--- config.mk ---
export PLATFORM = sky130hd
export DESIGN_NAME = dmem_ctrl
export DESIGN_NICKNAME = d
export VERILOG_FILES = /design/src/rtl/dmem_ctrl_pkg.sv /design/src/rtl/dmem_ctrl_lane.sv /design/src/rtl/dmem_ctrl.sv
export SDC_FILE = /design/constraint.sdc
export NUM_CORES = 1
export LEC_CHECK = 0
export CAP_MARGIN = 15
export CORE_MARGIN = 2
export CORE_UTILIZATION = 35
export CTS_CLUSTER_SIZE = 28
export DETAILED_ROUTE_END_ITERATION = 12
export GPL_ROUTABILITY_DRIVEN = 0
export PLACE_DENSITY = 0.67
export SLEW_MARGIN = 15
export SYNTH_ARGS = -nofsm -noshare
export SYNTH_HDL_FRONTEND = slang
export SYNTH_SLANG_ARGS = --single-unit
--- constraint.sdc ---
create_clock -name clk -period 6.25 [get_ports clk]
set_input_delay 1.25 -clock clk [delete_from_list [all_inputs] [get_ports clk]]
set_output_delay 1.25 -clock clk [all_outputs]
set_load 0.05 [all_outputs]
--- src/rtl/dmem_ctrl_pkg.sv ---
// Shared definitions for the data-memory controller: access-size encodings,
// FSM state type, and the byte-lane helper functions used by the lane unit.
package mem_defs;

    // Access size encodings as driven by the core (2'b11 behaves as a word).
    localparam logic [1:0] SIZE_BYTE = 2'b00;
    localparam logic [1:0] SIZE_HALF = 2'b01;
    localparam logic [1:0] SIZE_WORD = 2'b10;

    // Controller FSM states.
    typedef enum logic [1:0] {
        ST_IDLE,
        ST_WAIT,
        ST_ACCESS,
        ST_DONE
    } state_e;

    // Byte-lane enables for a store of the given size at byte offset 'offset'.
    // Only meaningful for aligned requests; misaligned ones never reach the SRAM.
    function automatic logic [3:0] be_decode(input logic [1:0] size,
                                             input logic [1:0] offset);
        logic [3:0] be;
        case (size)
            SIZE_BYTE: be = 4'b0001 << offset;
            SIZE_HALF: be = offset[1] ? 4'b1100 : 4'b0011;
            default:   be = 4'b1111;
        endcase
        return be;
    endfunction

    // Bring the addressed byte/half/word of an SRAM word down to bit 0 and
    // zero the bits above the access size. The core does the sign extension.
    function automatic logic [31:0] load_align(input logic [31:0] word,
                                               input logic [1:0]  size,
                                               input logic [1:0]  offset);
        logic [31:0] shifted;
        logic [31:0] result;
        shifted = word >> {offset, 3'b000};
        case (size)
            SIZE_BYTE: result = {24'h00_0000, shifted[7:0]};
            SIZE_HALF: result = {16'h0000, shifted[15:0]};
            default:   result = shifted;
        endcase
        return result;
    endfunction

endpackage

--- src/rtl/dmem_ctrl_lane.sv ---
// Combinational byte-lane unit: positions store data and byte enables on the
// SRAM lanes, and aligns/masks load data coming back from the SRAM.
module dmem_lane_u
    import mem_defs::*;
(
    input  logic [1:0]  size,
    input  logic [1:0]  offset,
    input  logic [31:0] wdata,
    input  logic [31:0] sram_rdata,
    output logic [3:0]  be,
    output logic [31:0] lane_wdata,
    output logic [31:0] load_data
);

    // Replicate sub-word store data across all lanes; the enables pick the lane.
    always_comb begin
        be        = be_decode(size, offset);
        load_data = load_align(sram_rdata, size, offset);
        case (size)
            SIZE_BYTE: lane_wdata = {4{wdata[7:0]}};
            SIZE_HALF: lane_wdata = {2{wdata[15:0]}};
            default:   lane_wdata = wdata;
        endcase
    end

endmodule

--- src/rtl/dmem_ctrl.sv ---
// Data-memory controller between the core's MEM-stage bus and a word-organised
// synchronous SRAM. Latches each request, optionally inserts wait states,
// performs one SRAM cycle and acknowledges with ack_n low for one cycle.
module dmem_ctrl
    import mem_defs::*;
#(
    parameter int ADDR_W      = 14,
    parameter int WAIT_CYCLES = 0
) (
    input  logic              clk,
    input  logic              rst,
    input  logic [31:0]       dad,
    input  logic              mreq,
    input  logic              write,
    input  logic [1:0]        size,
    input  logic [31:0]       wdata,
    output logic [31:0]       rdata,
    output logic              ack_n,
    output logic              err,
    output logic              sram_cs,
    output logic              sram_we,
    output logic [3:0]        sram_be,
    output logic [ADDR_W-1:0] sram_addr,
    output logic [31:0]       sram_wdata,
    input  logic [31:0]       sram_rdata
);

    localparam logic [3:0] WAIT_LAST = 4'(WAIT_CYCLES - 1);

    state_e            state_q,      state_d;
    logic [3:0]        cnt_q,        cnt_d;
    logic [ADDR_W-1:0] addr_q,       addr_d;
    logic [1:0]        off_q,        off_d;
    logic              write_q,      write_d;
    logic [1:0]        size_q,       size_d;
    logic [31:0]       wdata_q,      wdata_d;
    logic              bad_q,        bad_d;
    logic              err_q,        err_d;
    logic [31:0]       rdata_q,      rdata_d;
    logic              sram_cs_q,    sram_cs_d;
    logic              sram_we_q,    sram_we_d;
    logic [3:0]        sram_be_q,    sram_be_d;
    logic [ADDR_W-1:0] sram_addr_q,  sram_addr_d;
    logic [31:0]       sram_wdata_q, sram_wdata_d;

    // Request view: live bus in IDLE (so a zero-wait access can be set up on
    // the accepting edge), latched copy in every other state.
    logic              req_idle;
    logic [ADDR_W-1:0] req_addr;
    logic [1:0]        req_off;
    logic              req_write;
    logic [1:0]        req_size;
    logic [31:0]       req_wdata;

    logic              misaligned;
    logic              out_of_range;
    logic [3:0]        lane_be;
    logic [31:0]       lane_wdata;
    logic [31:0]       load_data;
    logic [31:0]       load_result;

    // Select between the live bus and the latched request.
    always_comb begin
        req_idle  = (state_q == ST_IDLE);
        req_addr  = req_idle ? dad[ADDR_W+1:2] : addr_q;
        req_off   = req_idle ? dad[1:0]        : off_q;
        req_write = req_idle ? write           : write_q;
        req_size  = req_idle ? size            : size_q;
        req_wdata = req_idle ? wdata           : wdata_q;
    end

    // Classify the incoming request: misaligned half/word, or beyond the SRAM.
    always_comb begin
        misaligned   = ((size == SIZE_HALF) && dad[0]) ||
                       (size[1] && (dad[1:0] != 2'b00));
        out_of_range = ((dad >> (ADDR_W + 2)) != 32'd0);
    end

    dmem_lane_u u_lane (
        .size       (req_size),
        .offset     (req_off),
        .wdata      (req_wdata),
        .sram_rdata (sram_rdata),
        .be         (lane_be),
        .lane_wdata (lane_wdata),
        .load_data  (load_data)
    );

    // Load result presented during DONE: SRAM data only arrives in that cycle,
    // so it is passed through while ack_n is low and captured for holding.
    always_comb begin
        load_result = bad_q ? 32'h0000_0000 : load_data;
    end

    // Next-state, request latch, wait counter and registered-output values.
    always_comb begin
        // NOTE: every signal gets a default first so no path leaves one unassigned, which would infer a latch.
        state_d      = state_q;
        cnt_d        = cnt_q;
        addr_d       = addr_q;
        off_d        = off_q;
        write_d      = write_q;
        size_d       = size_q;
        wdata_d      = wdata_q;
        bad_d        = bad_q;
        err_d        = 1'b0;
        rdata_d      = rdata_q;
        sram_cs_d    = 1'b0;
        sram_we_d    = 1'b0;
        sram_be_d    = 4'b0000;
        sram_addr_d  = '0;
        sram_wdata_d = 32'h0000_0000;

        case (state_q)
            ST_IDLE: begin
                if (mreq) begin
                    addr_d  = dad[ADDR_W+1:2];
                    off_d   = dad[1:0];
                    write_d = write;
                    size_d  = size;
                    wdata_d = wdata;
                    bad_d   = misaligned || out_of_range;
                    cnt_d   = 4'd0;
                    if (misaligned || out_of_range) begin
                        state_d = ST_DONE;
                        err_d   = 1'b1;
                    end else if (WAIT_CYCLES > 0) begin
                        state_d = ST_WAIT;
                    end else begin
                        state_d = ST_ACCESS;
                    end
                end
            end
            ST_WAIT: begin
                if (cnt_q == WAIT_LAST) begin
                    cnt_d   = 4'd0;
                    state_d = ST_ACCESS;
                end else begin
                    cnt_d = cnt_q + 4'd1;
                end
            end
            ST_ACCESS: begin
                state_d = ST_DONE;
            end
            ST_DONE: begin
                if (!write_q) begin
                    rdata_d = load_result;
                end
                state_d = ST_IDLE;
            end
            default: begin
                state_d = ST_IDLE;
            end
        endcase

        // SRAM strobes are registered so they are high for exactly the ACCESS cycle.
        if (state_d == ST_ACCESS) begin
            sram_cs_d    = 1'b1;
            sram_we_d    = req_write;
            sram_be_d    = req_write ? lane_be : 4'b1111;
            sram_addr_d  = req_addr;
            sram_wdata_d = req_write ? lane_wdata : 32'h0000_0000;
        end
    end

    // State and output registers with asynchronous reset.
    always_ff @(posedge clk or posedge rst) begin
        if (rst) begin
            // NOTE: sequential state uses non-blocking assignments so every flop samples pre-edge values.
            state_q      <= ST_IDLE;
            cnt_q        <= 4'd0;
            addr_q       <= '0;
            off_q        <= 2'b00;
            write_q      <= 1'b0;
            size_q       <= SIZE_WORD;
            wdata_q      <= 32'h0000_0000;
            bad_q        <= 1'b0;
            err_q        <= 1'b0;
            rdata_q      <= 32'h0000_0000;
            sram_cs_q    <= 1'b0;
            sram_we_q    <= 1'b0;
            sram_be_q    <= 4'b0000;
            sram_addr_q  <= '0;
            sram_wdata_q <= 32'h0000_0000;
        end else begin
            state_q      <= state_d;
            cnt_q        <= cnt_d;
            addr_q       <= addr_d;
            off_q        <= off_d;
            write_q      <= write_d;
            size_q       <= size_d;
            wdata_q      <= wdata_d;
            bad_q        <= bad_d;
            err_q        <= err_d;
            rdata_q      <= rdata_d;
            sram_cs_q    <= sram_cs_d;
            sram_we_q    <= sram_we_d;
            sram_be_q    <= sram_be_d;
            sram_addr_q  <= sram_addr_d;
            sram_wdata_q <= sram_wdata_d;
        end
    end

    // Bus-side outputs: ack_n mirrors mreq in IDLE so the core stalls at once.
    always_comb begin
        case (state_q)
            ST_IDLE: ack_n = mreq;
            ST_DONE: ack_n = 1'b0;
            default: ack_n = 1'b1;
        endcase
        rdata = ((state_q == ST_DONE) && !write_q) ? load_result : rdata_q;
    end

    assign err        = err_q;
    assign sram_cs    = sram_cs_q;
    assign sram_we    = sram_we_q;
    assign sram_be    = sram_be_q;
    assign sram_addr  = sram_addr_q;
    assign sram_wdata = sram_wdata_q;

endmodule

== After elaboration in Yosys (flattened, before gate mapping) ==
Index checks and enable logic that the tools add are counted.

* Register bits after elaboration: 143
* Output and inout port bits: 86
* Word-level logic and storage cells: 70

* Add/subtract/negate cells: 1
* Equality and inequality tests: 8
* Shift-type cells: 2
* Mux-type cells: 29
* Bitwise operators: 1
* Reduce and logical (&&, ||, !) cells: 14

{| class="wikitable"
|+ Operators by type and width
! operator !! count
|-
| 32-bit two-way mux || 5
|-
| 32-bit case mux with 2 select lines || 2
|-
| 32-bit nonzero test || 1
|-
| 32-bit by 5-bit right shift with 32-bit output || 1
|-
| 14-bit two-way mux || 2
|-
| 4-bit two-way mux || 5
|-
| 4-bit case mux with 2 select lines || 2
|-
| 2-bit two-way mux || 4
|-
| 2-bit case mux with 4 select lines || 1
|-
| 1-bit two-way mux || 7
|-
| 2-bit by 1-bit equality test with 1-bit output (second input constant) || 3
|-
| 2-bit equality test (second input constant) || 3
|-
| 2-bit AND reduction || 3
|-
| 4-bit by 1-bit adder with 4-bit output (second input constant) || 1
|-
| 4-bit equality test (second input constant) || 1
|-
| 2-bit zero test || 2
|-
| 2-bit nonzero test || 2
|-
| 1-bit by 2-bit left shift with 4-bit output (first input constant) || 1
|-
| 1-bit logical AND || 3
|-
| 1-bit logical OR || 2
|-
| 2-bit != test (second input constant) || 1
|-
| 1-bit case mux with 2 select lines || 1
|-
| 1-bit zero test || 1
|-
| 1-bit inverter || 1
|}

== Longest topological paths before layout ==
* Depth in word-level cells: 9
* Mapped depth: 8
* Gate-level depth less buffers: 7

== By module ==
A second synthesis with hierarchy kept.

* Cells, all modules: 715
* Area, all modules: 6,991.7 sq um

{| class="wikitable"
|+ Modules (own cells, without submodules)
! module !! instances !! cells each !! area an instance (sq um) !! sequential area each (sq um)
|-
| dmem_ctrl || 1 || 562 || 5,908.2 || 3,579.7
|-
| dmem_lane_u || 1 || 153 || 1,083.5 || 0.0
|}

== Least setup slack after synthesis ==
No wires, ideal clock.

* Path type: input to output
* From: in size[1]
* To: out rdata[12]
* Data arrival time: 3.460 ns
* Path slack: 1.540 ns
* Stages on the path: 6
* Path buffers: 1
* Path through: clkbuf_1 or4_1 o31ai_1 nor3_2 o221ai_1 o21ai_0

* Cells in the longest elaborated chain, start to end: 5
* Elaborated cells between the ends (all ways): 6
* Those cells by class: eq/ne (1); mux (4); reduce/logical (1)

{| class="wikitable"
|+ RTL lines
! element !! line !! text
|-
| start, declared || dmem_ctrl.sv:15 || <nowiki>input logic [1:0] size,</nowiki>
|-
| 2-bit two-way mux * || dmem_ctrl.sv:68 || <nowiki>req_size = req_idle ? size : size_q;</nowiki>
|-
| 2-bit by 1-bit equality test with 1-bit output or 2-bit zero test (tied branches) || dmem_ctrl_pkg.sv:39 || <nowiki>case (size)</nowiki>
|-
| 32-bit case mux with 2 select lines * || dmem_ctrl_pkg.sv:39 ||
|-
| 32-bit two-way mux * || dmem_ctrl.sv:92 || <nowiki>load_result = bad_q ? 32'h0000_0000 : load_data;</nowiki>
|-
| 32-bit two-way mux * || dmem_ctrl.sv:211 || <nowiki>rdata = ((state_q == ST_DONE) && !write_q) ? load_result : rdata_q;</nowiki>
|-
| end, declared || dmem_ctrl.sv:17 || <nowiki>output logic [31:0] rdata,</nowiki>
|}

Every way passes the cells marked *; elsewhere a longest branch is shown, timed or not.

== Final worst setup path ==
* From: in size[1]
* To: out rdata[10]

The elaborated chain is that of the path after synthesis.

==> run metrics <==
global-route wire length before repair 29200 µm; Yosys Warn Count 0; cts bufs inserted 17; Layout Cells excl Fill 979; status completed; total die area 0.0196 mm²; Longest Clk Path Bufs 2; crit end category output port; Final min period 5.39 ns; die width 140 µm; row count 49; total track usage 19.0%; FILL cells 1589; mean post-synth cell area 11.6 µm²; vias in the first global route 5358; Root Buffer clkbuf_16; DRT antenna net count 0; startpoint types input pin; Clock Latency Late Sink 0.42 ns; sw frac 43.4%; Sink Count 143; reg-to-reg startpoint state_q[0]$_DFF_PP0_; Synth async-reset ratio 100%; max-cap viol count 0; core box area 0.0180 mm²; hpwl dp 12600 µm; Total Wirelength 18600 µm; grt ovf 0; met2 GRT Util 31.9%; busiest grt layer met2; sw power 0.00230 W; DRT Pass-1 Iters 5; Most used DFF post-synth dfrtp_1; Critical Path AT 4.14 ns; Post-Synthesis Cells 558; Global Route met3 Usage 6.06%; initial antenna violation count 1; final clock skew 0.00743 ns; Worst Path Max Fanout 18; CP peak stage delay 0.82 ns; Lkg Pwr 3.87 nW; worst path cell trace clkdlybuf4s50_1 -> buf_4 -> or4_1 -> o31ai_1 -> nor3_2 -> a22o_1 -> clkdlybuf4s50_1; largest net degree at the start of global routing 109; worst reg2reg path depth 7; I/O pin count 188; drt first-iter violations 262; Fin. Hold Viols 0; most used cell, CP clkdlybuf4s50_1; drt wl/cell 19.0 µm; CTS tree yes; clock power share 21.1%; Max-slew headroom 36.1%; fraction of layout instances using a drive strength above 1 16.7%; Final Util 50.9%; crit share post-route 86.3%; EDFF count, synth 0; pwr/cell area 579 mW/mm²; Area Overhead vs Synth 42.0%; via count 5090; Hold Crit Depth 2; crit path kind in -> out; Synth Register Bits 143; met1 track demand over resource 23.5%; worst slew pin tran 0.959 ns; RSZ-0062 raised after global routing no; Die Y 140 µm; Yosys cell types 50; Post-Syn Nets 661; Seq/Total Area, Yosys 55.4%; Crit path required time 5.00 ns; Reg clk slew, reported paths 0.06 ns; worst r2r dst sram_wdata[27]$_DFF_PP0_; setup TNS 0 ns; Seq pwr share 29.2%; Post-Syn Area 0.00646 mm²; total design power 0.00531 W; worst hold path type reg -> reg; Cell Int Power 0.00300 W; nets 840; FMAX 0.185 GHz; Hold Buf Count CTS 0; Slowest-stage cell, CP clkdlybuf4s50_1; worst setup path end rdata[10]; post-CTS resize count 0; Placed Cells 947; Worst R2R Setup Slack 2.62 ns; Remaining DRCs 0; CTS H-tree depth 4; DR vias/cell 5.20; Critical Path Source size[1]; maximum VDD drop 0.000380 V; final slew viol count 0; starting density of the core 35.8%; IO buf count 187; Setup-failing EPs final 0; ant diodes 0; Logic pwr share 49.7%; Post-CTS Setup Repair Bufs 0
==> cell usage after synthesis, drive strengths merged (6+ instances only) <==
master  instances  area share [%]
a22o            9             1.2
o21ai          48             3.9
o221ai         15             2.0
dfrtp         142              55
a21oi          42             3.3
nor2           22             1.4
nand2          56             3.3
a211oi          8             1.3
clkbuf         14            0.81
buf            22             1.8
mux2i          43             6.7
nand2b          6            0.58
inv             6            0.35
nor2b          10            0.97
mux2           58              10
nor3b           6            0.77
==> worst max-delay path: cells and delay by family <==
family / cells / cell delay (ns)
simple gates: 2 / 0.82
compound gates: 2 / 0.47
buf+inv: 3 / 1.61
==> worst min-delay path by stage <==
stage                            startpoint                       to  slack, ns
detailed placement   rdata_q[1]$_DFFE_PP0P_   rdata_q[1]$_DFFE_PP0P_       0.48
floorplan           wdata_q[26]$_DFFE_PP0P_  wdata_q[26]$_DFFE_PP0P_       0.47
global placement     rdata_q[2]$_DFFE_PP0P_   rdata_q[2]$_DFFE_PP0P_       0.47
global route        wdata_q[23]$_DFFE_PP0P_  wdata_q[23]$_DFFE_PP0P_       0.51
finish               rdata_q[2]$_DFFE_PP0P_   rdata_q[2]$_DFFE_PP0P_       0.49
CTS                  rdata_q[1]$_DFFE_PP0P_   rdata_q[1]$_DFFE_PP0P_       0.50
==> per-stage QoR <==
stage,worst slack (ns),instance area (µm²),hold WS [ns]
floorplan,1.16,6460,0.472
global placement,0.967,8520,0.471
detailed placement,0.911,8520,0.480
CTS,0.895,9170,0.501
global route,0.739,9170,0.513
finish,0.856,9170,0.493
==> cells in the final DEF, fill, tap and decap left out, types with 4 or more instances in the layout <==
cell / synthesis / layout
o21ai_1: 6 / 6
nand3_1: 5 / 5
nand2_1: 56 / 56
inv_1: 5 / 4
nand3b_1: 5 / 5
clkinv_2: 0 / 4
dfrtp_1: 142 / 142
nor4_1: 4 / 4
bufinv_16: 0 / 5
and2_1: 5 / 4
clkdlybuf4s50_1: 0 / 180
nor3b_1: 5 / 5
a22o_1: 9 / 9
nand2b_1: 6 / 6
nor2b_1: 10 / 10
o21ai_0: 41 / 41
a211oi_2: 5 / 5
mux2i_1: 43 / 42
clkbuf_16: 0 / 17
o221ai_1: 15 / 15
mux2_2: 58 / 58
a221oi_1: 5 / 5
nor2_1: 20 / 20
nor3_1: 4 / 4
and3_1: 4 / 4
a21oi_1: 42 / 42
buf_4: 3 / 16
==> state kept, by name, summed over array words and instances, names as in the netlist, 4 cells and up <==
signal      flops
rdata_q        32
sram_wdata     32
wdata_q        32
addr_q         14
sram_addr      14
cnt_q           4
sram_be         4
==> final cells by class <==
cell class	count	area (µm²)	area share, %
inverter	6	27.5	0.300
multi-input combinational	373	2710	29.5
sequential	143	3580	39.0
clock buffer	21	460	5.02
clock inverter	11	186	2.03
tap	229	287	3.12
timing repair buffer	196	1920	21.0
==> logic make-up (layout without fill, tap and decap cells) <==
group | count (synthesis) | count (layout) | share of synthesized area (%)
mux | 101 | 101 | 16.8
flops | 143 | 143 | 55.4
buf+inv | 42 | 234 | 2.94
fa+ha+maj | 1 | 1 | 0.194
compound gates | 136 | 136 | 14.1
simple gates | 135 | 135 | 10.6
==> power by group through the flow <==
stage	clock network, W	logic (W)	registers (W)
after floorplan	0	0.00152	0.00185
after global placement	0	0.00261	0.00154
after detailed placement	0	0.00264	0.00156
after CTS	0.00114	0.00266	0.00155
after global routing	0.00118	0.00281	0.00160
final	0.00112	0.00264	0.00155
==> metal layers <==
layer / vias to the layer above / wire length (µm)
li1: 2377 / -
met1: 2520 / 7700
met2: 172 / 9400
met3: 19 / 1170
met4: 2 / 329
met5: - / 13
Note: power is estimated with default switching activity, not from simulation.
